==> src/rtl/rtx_pkg.sv <==
// Shared definitions for the serial result transmitter: FSM states,
// default word width and a frame-length helper.
package rtx_pkg;

  localparam int DEFAULT_DATA_W = 40;

  typedef enum logic [2:0] {
    IDLE,
    START,
    DATA,
    PARITY,
    STOP
  } state_t;

  // Total clk cycles from first start-bit cycle to last stop-bit cycle.
  function automatic int frame_len(input int data_w, input int parity_en,
                                   input int clks_per_bit);
    return (data_w + 2 + parity_en) * clks_per_bit;
  endfunction

endpackage

==> src/rtl/bit_timer.sv <==
// Divides clk down to one tick per serial bit; held clear while disabled so
// every bit period starts from zero.
module bit_timer #(
  parameter int CLKS_PER_BIT = 4
) (
  input  logic clk,
  input  logic rst,
  input  logic en,
  output logic tick
);

  localparam int CW = (CLKS_PER_BIT > 1) ? $clog2(CLKS_PER_BIT) : 1;
  localparam logic [CW-1:0] LAST = CW'(CLKS_PER_BIT - 1);

  logic [CW-1:0] cnt;

  // With one clk per bit LAST is zero, so cnt never leaves 0 and tick == en.
  always_ff @(posedge clk) begin
    if (rst || !en) begin
      cnt <= '0;
    end else if (cnt == LAST) begin
      cnt <= '0;
    end else begin
      cnt <= cnt + 1'b1;
    end
  end

  assign tick = en && (cnt == LAST);

endmodule

==> src/rtl/result_serial_tx.sv <==
// Serialises one result word per handshake: start bit, data LSB first,
// optional even parity, stop bit. Line idles high.
module result_serial_tx
  import rtx_pkg::*;
#(
  parameter int DATA_W       = DEFAULT_DATA_W,
  parameter int CLKS_PER_BIT = 4,
  parameter int PARITY_EN    = 1
) (
  input  logic              clk,
  input  logic              rst,
  input  logic [DATA_W-1:0] in_data,
  input  logic              in_valid,
  output logic              in_ready,
  output logic              tx,
  output logic              busy,
  output logic              done
);

  localparam int IW = (DATA_W > 1) ? $clog2(DATA_W) : 1;
  localparam logic [IW-1:0] LAST_IDX = IW'(DATA_W - 1);

  state_t            state;
  state_t            state_nx;
  logic [DATA_W-1:0] shreg;
  logic              par;
  logic [IW-1:0]     idx;
  logic              tick;
  logic              accept;

  assign in_ready = (state == IDLE) && !rst;
  assign accept   = in_valid && in_ready;
  assign busy     = (state != IDLE);

  bit_timer #(
    .CLKS_PER_BIT(CLKS_PER_BIT)
  ) u_bit_timer (
    .clk (clk),
    .rst (rst),
    .en  (state != IDLE),
    .tick(tick)
  );

  always_ff @(posedge clk) begin
    if (rst) begin
      state <= IDLE;
    end else begin
      state <= state_nx;
    end
  end

  always_comb begin
    state_nx = state;
    tx       = 1'b1;
    done     = 1'b0;
    case (state)
      IDLE: begin
        if (accept) state_nx = START;
      end
      START: begin
        tx = 1'b0;
        if (tick) state_nx = DATA;
      end
      DATA: begin
        tx = shreg[0];
        if (tick && (idx == LAST_IDX)) begin
          state_nx = (PARITY_EN != 0) ? PARITY : STOP;
        end
      end
      PARITY: begin
        tx = par;
        if (tick) state_nx = STOP;
      end
      STOP: begin
        tx   = 1'b1;
        done = tick && !rst;
        if (tick) state_nx = IDLE;
      end
      default: begin
        state_nx = IDLE;
      end
    endcase
  end

  // The word and its parity are frozen at accept, so later in_data changes
  // cannot disturb a frame in flight.
  always_ff @(posedge clk) begin
    if (rst) begin
      shreg <= '0;
      par   <= 1'b0;
      idx   <= '0;
    end else if (accept) begin
      shreg <= in_data;
      par   <= ^in_data;
      idx   <= '0;
    end else if ((state == DATA) && tick) begin
      shreg <= shreg >> 1;
      idx   <= idx + 1'b1;
    end
  end

endmodule

==> config.mk <==
export PLATFORM = sky130hd
export DESIGN_NAME = result_serial_tx
export DESIGN_NICKNAME = d
export VERILOG_FILES = /design/src/rtl/rtx_pkg.sv /design/src/rtl/bit_timer.sv /design/src/rtl/result_serial_tx.sv
export SDC_FILE = /design/constraint.sdc
export NUM_CORES = 1
export LEC_CHECK = 0
export BUFFER_PORTS_ARGS = -buffer_cell sky130_fd_sc_hd__buf_2
export CAP_MARGIN = 20
export CORE_UTILIZATION = 30
export CTS_BUF_LIST = sky130_fd_sc_hd__clkbuf_8
export DETAILED_ROUTE_END_ITERATION = 6
export HOLD_SLACK_MARGIN = 0.02
export SLEW_MARGIN = 10
export SYNTH_ARGS = -nofsm -noshare
export SYNTH_HDL_FRONTEND = slang
export SYNTH_HIERARCHICAL = 1
export SYNTH_SLANG_ARGS = --single-unit
==> constraint.sdc <==
create_clock -name clk -period 2.7 [get_ports clk]
set_input_delay 0.27 -clock clk [delete_from_list [all_inputs] [get_ports clk]]
set_output_delay 0.27 -clock clk [all_outputs]
set_load 0.01 [all_outputs]
==> metrics.md <==
| Metric | Value |
|---|---|
| Met2 Track Usage GR | 20.3% |
| Fin area | 2940 sq um |
| Synthesized area per cell | 9.11 sq um |
| Worst vdd ir | 0.307 mV |
| 1st-iter DRT viols | 126 |
| Worst reg2reg setup slack | 0.28 ns |
| Maxcap violations | 0 |
| CTS Root Cell | clkbuf_8 |
| IO Port Bufs | 46 |
| Clk buf depth | 2 |
| Pwr per Cell Area | 557 nW/um^2 |
| Rows | 33 |
| Ys Warns | 6 |
| Initial antenna violation count | 0 |
| Sequential area share after synthesis | 41.2% |
| Yosys reg bits | 52 |
| Top post-synthesis cells by area | dfxtp_1, xnor2_1, a22oi_1 |
| Post-Syn Area | 2520 sq um |
| Clk slew on worst S/H paths | 0.10 ns |
| Met3 Track Usage GR | 3.64% |
| Final Worst Setup Slack | 0.285 ns |
| DRC | 0 |
| Clk_lat worst skew | 0.31 ns |
| Mapped Nets | 322 |
| Number of nets in the layout | 362 |
| Die height | 93.7 um |
| Wire per inst | 13.2 um |
| Slowest library cell on the worst path | and4bb_2 |
| Setup Skew | 0.00975 ns |
| Synth top area share | 41.2% |
| Status | complete, no violations |
| Routed Antenna Nets | 0 |
| Drt total wl | 5570 um |
| TritonCTS Buffers | 5 |
| Max-slew violation count | 0 |
| Critical path launch point type | flop |
| Most frequent CP cell | or3_1 |
| Global route overflow | 0 |
| Crit Path Max Fanout | 19 |
| Area Overhead vs Synth | 16.4% |
| Hpwl dp | 3870 um |
| RR Endpoint | idx[5]$_SDFFE_PP0P_ |
| Post-Syn Instances | 277 |
| Core area | 8180 sq um |
| First-pass GRT wire length | 8880 um |
| Drt pass-1 iters | 5 |
| Sink Count | 52 |
| GRT Util Overall | 12.8% |
| Setup_tns | 0 ns |
| Die width | 93.7 um |
| Fin. Hold Viols | 0 |
| R2R depth | 6 |
| Critical Path AT | 2.64 ns |
| ANT cells | 0 |
| Vias in the first global route | 1,906 |
| CTS tree | built |
| Crit path to | idx[5]$_SDFFE_PP0P_ |
| Hold Buf Count CTS | 0 |
| Main synth FF type | dfxtp_1 |
| Post-synth cell types | 34 |
| Crit-path cells | or3_1 > and2_1 > and4bb_2 > nand4_4 > or3_1 > a211oi_2 |
| Crit end category | flop |
| Die ar. | 8780 sq um |
| Final core utilization | 35.9% |
| Vias | 2,097 |
| EDFF count, synth | 0 |
| Pin count of the biggest net entering global routing | 54 |
| WS Path Type | flop to flop |
| Crit. Startpoint | state[1]$_SDFFE_PP0P_ |
| Async S/R FF share, synth | 0% |
| Hold-critical path depth | 3 |
| Final period utilization | 89.5% |
| Via/cell ratio | 4.96 |
| Worst hold slack | 0.239 ns |
| Io pins | 47 |
| Pre-CTS setup slack | 0.312 ns |
| Worst r2r src | state[1]$_SDFFE_PP0P_ |
| H-tree Lvls | 2 |
| Synth top cells by count | dfxtp_1, nand2_1, a21oi_1 |
| RD Place Congestion | 0.718 |
| Placed instance area | 2840 sq um |
| Hold Path Class | input port to flop |
| Unrepaired setup endpoints after global routing | false |
| Leakage | 1.04 nW |
| Final setup fails | 0 |
| Largest area contributor in the netlist | dfxtp_1 |
| Starting Density | 30.9% |
| Layout cells sized above 1 | 22.0% |
| GRT met1 Usage | 17.4% |
| Gr busiest metal | met2 |
| Most frequent cell after synthesis | dfxtp_1 |
| Max-slew headroom | 61.2% |
| Worst Max-Slew Pin Slew | 0.582 ns |
| CP peak stage delay | 0.60 ns |
| CTS resizes | 0 |
| Post-CTS Setup Bufs | 0 |
| Worst endpoint required time | 2.92 ns |
| Fmax | 0.414 GHz |
| Hold path start | in_data[39] |
| Tmin final | 2.42 ns |
[worst min path at each step]
stage	to	slack, ns
detailed placement	u_bit_timer/cnt[0]$_SDFF_PP0_	0.44
global placement	u_bit_timer/cnt[0]$_SDFF_PP0_	0.43
floorplan	u_bit_timer/cnt[0]$_SDFF_PP0_	0.34
global route	shreg[39]$_SDFFE_PP0P_	0.26
finish	shreg[39]$_SDFFE_PP0P_	0.24
CTS	shreg[39]$_SDFFE_PP0P_	0.23
[per-layer routing]
layer / up-vias / share of wire (%)
li1: 1066 / -
met1: 983 / 49
met2: 46 / 46
met3: 2 / 4.7
met4: 0 / 0.29
met5: - / 0
[cell usage in the layout, fill, tap and decap left out, types with 2 or more instances in the layout]
| cell | Yosys | layout |
|---|---|---|
| clkbuf_8 | 0 | 6 |
| dfxtp_1 | 52 | 52 |
| a211oi_1 | 2 | 2 |
| clkinvlp_4 | 0 | 2 |
| a22oi_1 | 38 | 38 |
| and2_1 | 2 | 2 |
| xnor2_1 | 33 | 33 |
| a21oi_1 | 39 | 39 |
| nand2_1 | 43 | 43 |
| or3_1 | 2 | 2 |
| mux2i_1 | 3 | 3 |
| ha_1 | 2 | 2 |
| buf_2 | 5 | 46 |
| nor2_1 | 4 | 4 |
| and4bb_2 | 1 | 2 |
| buf_4 | 5 | 7 |
| nand3b_1 | 3 | 3 |
| xor2_1 | 9 | 9 |
| nor3_1 | 7 | 7 |
| nand4_1 | 2 | 2 |
[state kept, by name, summed over array words and instances (netlist names)]
name	count
u_bit_timer/cnt	2
shreg	40
state	3
idx	6
par	1
[power by group]
part / switching [mW] / internal, mW / total [mW]
Combinational: 0.165 / 0.180 / 0.345
Clock: 0.261 / 0.208 / 0.469
Sequential: 0.0180 / 0.803 / 0.821
[worst max-delay path, delay by kind of cell, from the launching register on]
family             cells  cell delay, ns
and+or+nand+nor        5            1.59
AOI/OAI and AO/OA      1            0.23
DFF                    1            0.51
[per-stage QoR]
stage	instances	power (mW)
floorplan	277	1.09
global placement	415	1.18
detailed placement	415	1.19
CTS	423	1.66
global route	423	1.72
finish	423	1.63
[cell families (layout without fill, tap and decap cells)]
| kind of cell | after synthesis | after routing | share of synthesized area, % |
|---|---|---|---|
| compound gates | 83 | 83 | 20.9 |
| xor+xnor | 43 | 43 | 15.5 |
| fa+ha+maj | 2 | 2 | 0.991 |
| buf+inv | 21 | 62 | 4.71 |
| flops | 52 | 52 | 41.2 |
| mux | 3 | 3 | 1.19 |
| simple gates | 73 | 73 | 15.5 |
[final cells by class]
type                    count  area, sq um
fillers                   878         5240
multi-input cells         204         1360
flip-flops and latches     52         1040
repair buffers             54          303
well taps                 105          131
clock buffers               6         82.6
clock inverters             2         15.0
No activity file was read; power rests on OpenSTA's default activity.
